==> src/rtl/rf_wb_scoreboard.sv <==
// Write-back arbiter and RAW/WAW hazard scoreboard in front of the core register file.
// Round-robin grants NUM_WB requesters onto one registered write port and gates issue on busy registers.
module rf_wb_scoreboard #(
    parameter int NUM_WB     = 2,
    parameter int ADDR_WIDTH = 5,
    parameter int DATA_WIDTH = 64
) (
    input  logic                         clk,
    input  logic                         rst_n,
    input  logic                         iss_valid,
    input  logic [ADDR_WIDTH-1:0]        iss_rs1,
    input  logic [ADDR_WIDTH-1:0]        iss_rs2,
    input  logic [ADDR_WIDTH-1:0]        iss_rd,
    input  logic                         iss_rd_we,
    output logic                         iss_ready,
    output logic [ADDR_WIDTH-1:0]        rf_raddr1,
    output logic [ADDR_WIDTH-1:0]        rf_raddr2,
    input  logic [NUM_WB-1:0]            wb_valid,
    input  logic [NUM_WB*ADDR_WIDTH-1:0] wb_addr,
    input  logic [NUM_WB*DATA_WIDTH-1:0] wb_data,
    output logic [NUM_WB-1:0]            wb_ready,
    output logic                         rf_wen,
    output logic [ADDR_WIDTH-1:0]        rf_waddr,
    output logic [DATA_WIDTH-1:0]        rf_wdata,
    output logic                         wb_err
);

    localparam int NUM_REGS = 2 ** ADDR_WIDTH;
    localparam int PTR_W    = (NUM_WB > 1) ? $clog2(NUM_WB) : 1;

    logic [NUM_REGS-1:0]   busy;
    logic [NUM_REGS-1:0]   busy_next;
    logic [PTR_W-1:0]      ptr;
    logic [PTR_W-1:0]      ptr_next;
    logic [PTR_W-1:0]      cand;
    logic [PTR_W-1:0]      grant_idx;
    logic                  grant_any;
    logic [ADDR_WIDTH-1:0] grant_addr;
    logic [DATA_WIDTH-1:0] grant_data;
    logic                  rs1_hazard;
    logic                  rs2_hazard;
    logic                  rd_hazard;
    logic                  set_en;
    logic                  err_hit;

    assign rf_raddr1 = iss_rs1;
    assign rf_raddr2 = iss_rs2;

    assign rs1_hazard = (iss_rs1 != '0) && busy[iss_rs1];
    assign rs2_hazard = (iss_rs2 != '0) && busy[iss_rs2];
    assign rd_hazard  = iss_rd_we && (iss_rd != '0) && busy[iss_rd];
    assign iss_ready  = !(rs1_hazard || rs2_hazard || rd_hazard);

    assign set_en = iss_valid && iss_ready && iss_rd_we && (iss_rd != '0);

    // Round-robin: scan requesters starting at ptr, first valid one wins.
    always_comb begin
        grant_any = 1'b0;
        grant_idx = '0;
        cand      = '0;
        for (int k = 0; k < NUM_WB; k++) begin
            cand = PTR_W'((int'(ptr) + k) % NUM_WB);
            if (!grant_any && wb_valid[cand]) begin
                grant_any = 1'b1;
                grant_idx = cand;
            end
        end
    end

    always_comb begin
        wb_ready = '0;
        if (grant_any) begin
            wb_ready[grant_idx] = 1'b1;
        end
    end

    assign grant_addr = wb_addr[grant_idx*ADDR_WIDTH +: ADDR_WIDTH];
    assign grant_data = wb_data[grant_idx*DATA_WIDTH +: DATA_WIDTH];
    assign ptr_next   = (grant_idx == PTR_W'(NUM_WB - 1)) ? '0 : grant_idx + 1'b1;
    assign err_hit    = grant_any && (grant_addr != '0) && !busy[grant_addr];

    // Clear applied first so that a same-edge set of the same index wins.
    always_comb begin
        busy_next = busy;
        if (rf_wen) begin
            busy_next[rf_waddr] = 1'b0;
        end
        if (set_en) begin
            busy_next[iss_rd] = 1'b1;
        end
        busy_next[0] = 1'b0;
    end

    // Write stage: one registered write per cycle, committed and cleared in the following cycle.
    always_ff @(posedge clk) begin
        if (!rst_n) begin
            busy     <= '0;
            ptr      <= '0;
            rf_wen   <= 1'b0;
            rf_waddr <= '0;
            rf_wdata <= '0;
            wb_err   <= 1'b0;
        end else begin
            busy   <= busy_next;
            rf_wen <= grant_any && (grant_addr != '0);
            if (grant_any) begin
                ptr      <= ptr_next;
                rf_waddr <= grant_addr;
                rf_wdata <= grant_data;
            end
            if (err_hit) begin
                wb_err <= 1'b1;
            end
        end
    end

endmodule

==> config.mk <==
export PLATFORM = sky130hd
export DESIGN_NAME = rf_wb_scoreboard
export DESIGN_NICKNAME = d
export VERILOG_FILES = /design/src/rtl/rf_wb_scoreboard.sv
export SDC_FILE = /design/constraint.sdc
export NUM_CORES = 1
export LEC_CHECK = 0
export CAP_MARGIN = 0
export CORE_ASPECT_RATIO = 2
export CORE_MARGIN = 2
export CORE_UTILIZATION = 47
export CTS_CLUSTER_SIZE = 24
export DETAILED_ROUTE_END_ITERATION = 12
export PLACE_DENSITY = 0.87
export SLEW_MARGIN = 15
export SYNTH_ARGS = -nofsm -noshare
export SYNTH_HDL_FRONTEND = slang
export SYNTH_SLANG_ARGS = --single-unit
==> constraint.sdc <==
create_clock -name clk -period 4.2 [get_ports clk]
set_input_delay 0.63 -clock clk [delete_from_list [all_inputs] [get_ports clk]]
set_output_delay 0.63 -clock clk [all_outputs]
set_load 0.05 [all_outputs]
==> summary.txt, run 1 <==
Power and ir drop
  • Comb power frac: 0.304
  • Leakage Power: approximately 0.0032 uW
  • Clock power frac: 0.300
  • Worst ir drop on vdd: 259.0 uV
  • Pwr dens: about 320 mW/mm^2
  • Overall Power: around 2700 uW
  • Reg power frac: 0.395
  • Sw frac: 0.3380
  • Int Pwr: roughly 1800 uW
  • Reported net switching power: 921.7 uW

Synth
  • Synth cell types: 61
  • Sequential share of the synthesized area: 0.3532
  • Post-synth ARST share: 0
  • Yosys warns: 0
  • Mapped cell area: between 0.005 and 0.006 sq mm
  • Yosys top cell area share: 0.3532
  • Syn_nets: around 870
  • Yosys top cell by area: dfxtp_1
  • Mapped Cells: approximately 700
  • Syn Area/Cell: 8.200 sq um
  • Number of synthesized flops with an enable pin: 0
  • #FFs+latches synth: between 100 and 150
  • Post-synth top flop: dfxtp_1
  • Top cells by area, synth: dfxtp_1 (35%), a311oi_1 (10%), nand2_1 (9.5%)

Global routing
  • Total GRT Usage: 0.3257
  • Largest net degree at the start of global routing: between 70 and 80
  • Met3 Usage GRT: 0.08789
  • Grt ovf: 0
  • Met2 GRT Util: 0.5924
  • Vias in the first global route: roughly 6,500
  • First-pass GRT wire length: 34,240 microns
  • Met1 Use GR: 0.3091
  • Antenna violations before repair: 1
  • Top Usage Layer GRT: met2

STA
  • Max Clock Skew: between 0.009 and 0.01 ns
  • Worst hold slack: roughly 0.5 ns
  • Setup TNS: 0 ns
  • Period utilisation layout: 0.9356
  • Final Setup Violations: 0
  • Fin worst setup slack: around 0.27 ns
  • Tmin final: around 4 ns
  • Fmax achieved: about 250 MHz
  • Final max-slew violation count: 0
  • Final hold violation count: 0
  • Relative slew margins: 0.4708
  • RSZ-0062 raised after global routing: no
  • Slew @ Worst Pin: roughly 0.8 ns

Die
  • Starting Density: 0.4815
  • Row count: 57
  • Core ar.: around 0.012 sq mm
  • Die Y-Extent: about 160 microns
  • I/O pin cnt: approximately 240
  • Die width: 82.81 microns
  • Die area: 0.01338 sq mm

Routing
  • Post-route DRC: 0
  • Drt total wl: ~22,000 microns
  • Routed vias: ~6,500
  • Drt first pass iters: 6
  • Via/cell ratio: 6.122
  • Remaining antenna violation count: 0
  • Iteration-0 DRC Markers: 581
  • Drt wl/cell: 21.01 microns

CTS
  • Quantity of gates resized following cts: 0
  • Reg clk slew, reported paths: about 0.070 ns
  • CTS tree: done
  • Post-CTS setup buffer count: 0
  • Clk Latency, worst-skew pair: around 0.35 ns
  • Num Clock Sinks: roughly 100
  • Clk buf depth: 2
  • Root Buffer: clkbuf_16
  • Num CTS Buffers: 9
  • CTS Hold Bufs: 0
  • CTS HTree Levels: 3

Final layout
  • Fin util: 0.7032
  • Number of fill cells: around 900
  • Area growth syn-to-layout: 46.04%
  • # nets final: approximately 1,100
  • Layout cells sized above 1: 0.06696

Placed design
  • Global placement routability congestion: approximately 1.1
  • Pre-CTS WS: around 0.30 ns
  • Port bufs: between 200 and 250
  • DP Wirelength: between 15,000 and 20,000 microns

Outcome
  • Outcome: completed

Worst setup path
  • Nature of the critical path startpoint: input port
  • CP max stage delay: between 0.6 and 0.7 ns
  • Critical path peak fanout: 7
  • Worst EP required: 3.57 ns
  • CP max-delay cell: clkdlybuf4s50_1
  • Crit path kind: input port to primary output
  • Critical path capture point type: primary output
  • Worst path cell trace: clkdlybuf4s50_1 -> mux4_2 -> nor4bb_1 -> a41o_1 -> or4_1 -> a211o_1 -> inv_1 -> buf_12
  • Worst path arrival time: between 3 and 4 ns

Job
  • Max-cap violations: 0

Hold path
  • Worst Hold Class: flip-flop to flip-flop
## flip-flops by register name (all words and copies together) (netlist names)
signal / cells
rf_waddr: 5
busy: 31
rf_wdata: 64
wb_err: 1
rf_wen: 1
ptr: 1
## layer usage
layer / part of all wire / vias to the layer above / routed length, microns
met5: 0 / - / 0
met3: 0.082 / 108 / 1831
met4: 0.074 / 0 / 1655
li1: - / 3013 / -
met1: 0.32 / 2973 / 7035
met2: 0.53 / 389 / 11720
## final timing paths
kind                start            to  slack (ns)  cells after the start
max            iss_rs1[0]     iss_ready        0.27                      8
min          rf_wdata[22]  rf_wdata[22]        0.50                      2
max reg2reg      busy[17]       busy[2]        1.29                      8
min reg2reg  rf_wdata[22]  rf_wdata[22]        0.50                      2
## stage by stage
step / area, sq um / cells
final: 8526 / 1059
after global routing: 8526 / 1059
after CTS: 8523 / 1058
after detailed placement: 8232 / 1042
after global placement: 8232 / 1042
after floorplan: 5838 / 712
## power groups by stage
stage / sequential, uW / combinational [uW] / clock [uW]
floorplan: 1290 / 280 / 0
global placement: 1100 / 816 / 0
detailed placement: 1100 / 820 / 0
CTS: 1080 / 825 / 828
global route: 1090 / 874 / 866
finish: 1080 / 829 / 819
## critical path: cells and delay by family
family	cells	cell delay, ns
compound gates	2	0.62
buf+inv	3	0.92
mux	1	0.54
simple gates	2	0.57
## final cells by class
cell class / count / area, sq um / area share
Clock inverter: 6 / 52.55 / 0.006164
Clock buffer: 10 / 239.0 / 0.02803
Tap cell: 147 / 183.9 / 0.02157
Inverter: 10 / 37.54 / 0.004403
Timing Repair Buffer: 255 / 2562 / 0.3006
Antenna cell: 1 / 2.502 / 0.0002935
Multi-Input combinational cell: 527 / 3386 / 0.3971
Sequential cell: 103 / 2062 / 0.2419
## cells in the final DEF (no fill, tap or decap), types with 3 or more instances in the layout
master / n
clkdlybuf4s50_1: 239
nand2_1: 147
dfxtp_1: 103
nor2_1: 88
a311oi_1: 67
o211ai_1: 32
mux2i_1: 25
o31ai_1: 17
nand3_1: 13
o21ai_1: 13
buf_4: 12
a21oi_1: 11
mux4_2: 10
a211oi_1: 10
clkbuf_16: 9
inv_1: 8
o21ai_0: 6
nand3b_1: 6
nor2b_1: 5
a22oi_1: 5
nand4_1: 5
mux4_1: 5
nand2b_1: 5
nor3_1: 4
and3_1: 4
or3b_2: 4
buf_12: 4
mux2_2: 3
a2111oi_0: 3
## cells in the mapped netlist (2+ instances only)
| library cell | count |
|---|---|
| buf_6 | 4 |
| or3_1 | 2 |
| o31ai_1 | 17 |
| o211ai_1 | 32 |
| a311oi_1 | 67 |
| buf_1 | 4 |
| mux4_1 | 5 |
| o21ai_1 | 13 |
| clkbuf_1 | 49 |
| nand2_1 | 148 |
| o22ai_1 | 2 |
| o21ai_2 | 2 |
| o21ai_0 | 6 |
| mux2i_1 | 25 |
| inv_1 | 8 |
| and2b_1 | 2 |
| a2111oi_0 | 3 |
| mux2_2 | 3 |
| buf_4 | 10 |
| nor2_1 | 88 |
| buf_2 | 3 |
| and2_1 | 2 |
| a21oi_1 | 11 |
| a21boi_0 | 2 |
| nand4_1 | 5 |
| o2111ai_1 | 2 |
| nand3_1 | 13 |
| and3_1 | 4 |
| nand3b_1 | 6 |
| a31oi_1 | 2 |
| nand2b_1 | 5 |
| or3b_2 | 4 |
| or2_2 | 3 |
| dfxtp_1 | 103 |
| mux4_2 | 10 |
| a22oi_1 | 5 |
| nor3_1 | 4 |
| a211oi_1 | 10 |
| nor3b_1 | 2 |
| nor2b_1 | 5 |
## cells by family (layout without fill, tap and decap cells)
group / after synthesis / count (layout) / synth area share
buf+inv: 82 / 281 / 0.06772
flops: 103 / 103 / 0.3532
simple gates: 301 / 301 / 0.2295
compound gates: 183 / 183 / 0.2398
other cells: 0 / 1 / 0
mux: 43 / 43 / 0.1097
No activity file was read; power rests on OpenSTA's default activity.
==> run 2, diff against run 1 <==
CORE_MARGIN = unset   (was 2)
GPL_ROUTABILITY_DRIVEN = 0   (was unset)
==> run 2 against run 1 <==
Sequential power barely moved. Utilization is 0.35 points lower. Non-clock buffer count shrank 1. Worst hold slack better by 0.0029 ns. Die area fell by 3.6%. Flip-flop and latch count unchanged. First-iteration DRC count down 16%. Sequential share of layout area rose by 0.12 points. Cell count about the same. Final area decreased by 0.50%. Critical path type unchanged.
==> summary.txt, run 2 (synthesis results as in run 1) <==
CTS
  • Root Buffer: clkbuf_16
  • Num CTS Buffers: 9 (unchanged)
  • Post-CTS setup buffer count: 0 (unchanged)
  • Reg clk slew, reported paths: 0.07 ns (about the same)
  • Quantity of gates resized following cts: 0 (unchanged)
  • CTS Hold Bufs: 0 (unchanged)
  • Clk Latency, worst-skew pair: 0.34 ns (about the same)
  • Clk buf depth: 2 (unchanged)
  • Num Clock Sinks: 103 (unchanged)
  • CTS HTree Levels: 3 (unchanged)
  • CTS tree: done

Routing
  • Via/cell ratio: 6.266 (+2.3%)
  • Routed vias: 6,629 (+2.3%)
  • Post-route DRC: 0 (unchanged)
  • Drt first pass iters: 6 (unchanged)
  • Drt total wl: 22,550 microns (+1.4%)
  • Iteration-0 DRC Markers: 490 (-16%)
  • Remaining antenna violation count: 0 (unchanged)
  • Drt wl/cell: 21.31 microns (+1.5%)

Final layout
  • Area growth syn-to-layout: 45.31%
  • Final cell count without fillers: 1,058 (-0.094%)
  • Layout cells sized above 1: 0.06264 (-0.004322)
  • Max reg flops: 64 (unchanged)
  • Commonest non-fill, non-tap cell in the layout: clkdlybuf4s50_1
  • Fin area: 0.008483 sq mm (-0.50%)
  • # nets final: 1,064 (-0.094%)
  • Reg with most FFs: rf_wdata
  • Fin util: 0.6997 (-0.003509)
  • Most frequent cells in the layout: clkdlybuf4s50_1 (239), nand2_1 (147), dfxtp_1 (103)
  • Biggest regs: rf_wdata (64), busy (31), rf_waddr (5)

Power and ir drop
  • Pwr dens: 317.7 mW/mm^2 (-0.69%)
  • Leakage Power: 0.003205 uW (-0.75%)
  • Worst ir drop on vdd: 223.0 uV (-14%)

Global routing
  • Antenna violations before repair: 1 (unchanged)
  • Total GRT Usage: 0.3612 (+0.03547)
  • Grt ovf: 0 (unchanged)
  • Vias in the first global route: 6,580 (+0.61%)
  • First-pass GRT wire length: 35,020 microns (+2.3%)
  • Largest net degree at the start of global routing: 72 (unchanged)

STA
  • Max Clock Skew: 0.007142 ns (-0.002850 ns)
  • Setup TNS: 0 ns (unchanged)
  • Worst hold slack: 0.4981 ns (+0.002891 ns)
  • Fmax achieved: 256.0 MHz (+0.59%)
  • Final Setup Violations: 0 (unchanged)
  • RSZ-0062 raised after global routing: no
  • Slew @ Worst Pin: 0.7582 ns (-0.03308 ns)
  • Final hold violation count: 0 (unchanged)
  • Period utilisation layout: 0.9301 (-0.005525)
  • Final max-slew violation count: 0 (unchanged)
  • Tmin final: 3.906 ns (-0.02320 ns)
  • Relative slew margins: 0.4945 (+0.02371)

Worst setup path
  • Worst Reg-to-Reg Cells: 8 (unchanged)
  • CP max stage delay: 0.68 ns (+0.04 ns)
  • Worst path cell trace: clkdlybuf4s50_1 -> mux4_2 -> nor4bb_1 -> a41o_1 -> or4_1 -> a211o_1 -> inv_1 -> buf_12
  • FF-to-FF Start: busy[4]
  • RR Endpoint: busy[22]
  • Critical path capture point type: primary output
  • Crit path kind: input port to primary output
  • Setup slack, reg-to-reg: 1.30 ns (about the same)
  • CP max-delay cell: clkdlybuf4s50_1
  • Buf/Inv on CP: 3 (unchanged)
  • Worst EP required: 3.57 ns (about the same)
  • Nature of the critical path startpoint: input port
  • Worst path arrival time: 3.28 ns (-0.02 ns)
  • Delay-heaviest family, CP: buffers and inverters
  • Critical path peak fanout: 6 (-1)

Placed design
  • Port bufs: 242 (unchanged)
  • Placed Cells: 1,041 (-0.096%)
  • Placed Area: 0.008212 sq mm (-0.24%)
  • DP Wirelength: 16,310 microns (-1.1%)

Die
  • Core ar.: 0.01212 sq mm (unchanged)
  • Starting Density: 0.4815 (unchanged)
  • Row count: 57 (unchanged)
  • Die Y-Extent: 159.6 microns (-1.2%)
  • Die area: 0.01290 sq mm (-3.6%)
  • I/O pin cnt: 243 (unchanged)
  • Die width: 80.81 microns (-2.4%)

Hold path
  • Worst Hold Class: flip-flop to flip-flop
  • WHS Endpoint: rf_wdata[43]
  • Hold Path Depth: 2 (unchanged)
  • HP Start: rf_wdata[43]

Job
  • Max-cap violations: 0 (unchanged)

Outcome
  • Outcome: completed
==> run 2: cell count changes in the layout (fill, tap and decap cells not counted), sizes merged <==
cell    before  now
buf         16   15
clkbuf      10   12
clkinv       1    2
inv         13   10
==> run 2: worst min-delay path: cells and delay by family (launching register included) <==
family | cells | cell delay (ns)
compound gates | 1 | 0.05
flops | 1 | 0.31
simple gates | 1 | 0.09
==> run 2: how the worst max path moves through the flow <==
stage          depth (start not counted)        end        from  slack [ns]
6_report                               8  iss_ready  iss_rs1[0]        0.29
5_1_grt                                8  iss_ready  iss_rs1[0]        0.27
4_1_cts                                8  iss_ready  iss_rs1[0]        0.35
2_1_floorplan                          9  iss_ready   iss_rd[1]        0.63
3_5_place_dp                           8  iss_ready  iss_rs1[0]        0.36
3_3_place_gp                           8  iss_ready  iss_rs1[0]        0.37
==> run 2: layer usage <==
metal,share of wire,track usage
met4,0.073,0.2532
met1,0.32,0.3477
met2,0.51,0.5978
met5,0,0.02083
met3,0.099,0.1514
==> run 2: power by group <==
group | switching, uW | internal, uW
Clock | 381 | 406
Sequential | 41.7 | 1040
Combinational | 492 | 338
==> run 2: layout make-up <==
class | count | area (sq um)
antenna | 1 | 2.502
clock buffer | 12 | 236.5
clock inverter | 4 | 32.53
fill | 941 | 3641
inverter | 10 | 37.54
multi-input combinational | 527 | 3386
sequential | 103 | 2062
tap | 147 | 183.9
timing repair buffer | 254 | 2542
==> run 2: through the flow <==
stage,total power (uW),setup slack [ns]
floorplan,1570,0.6309
global placement,1908,0.3743
detailed placement,1918,0.3596
CTS,2692,0.3469
global route,2796,0.2723
finish,2695,0.2937
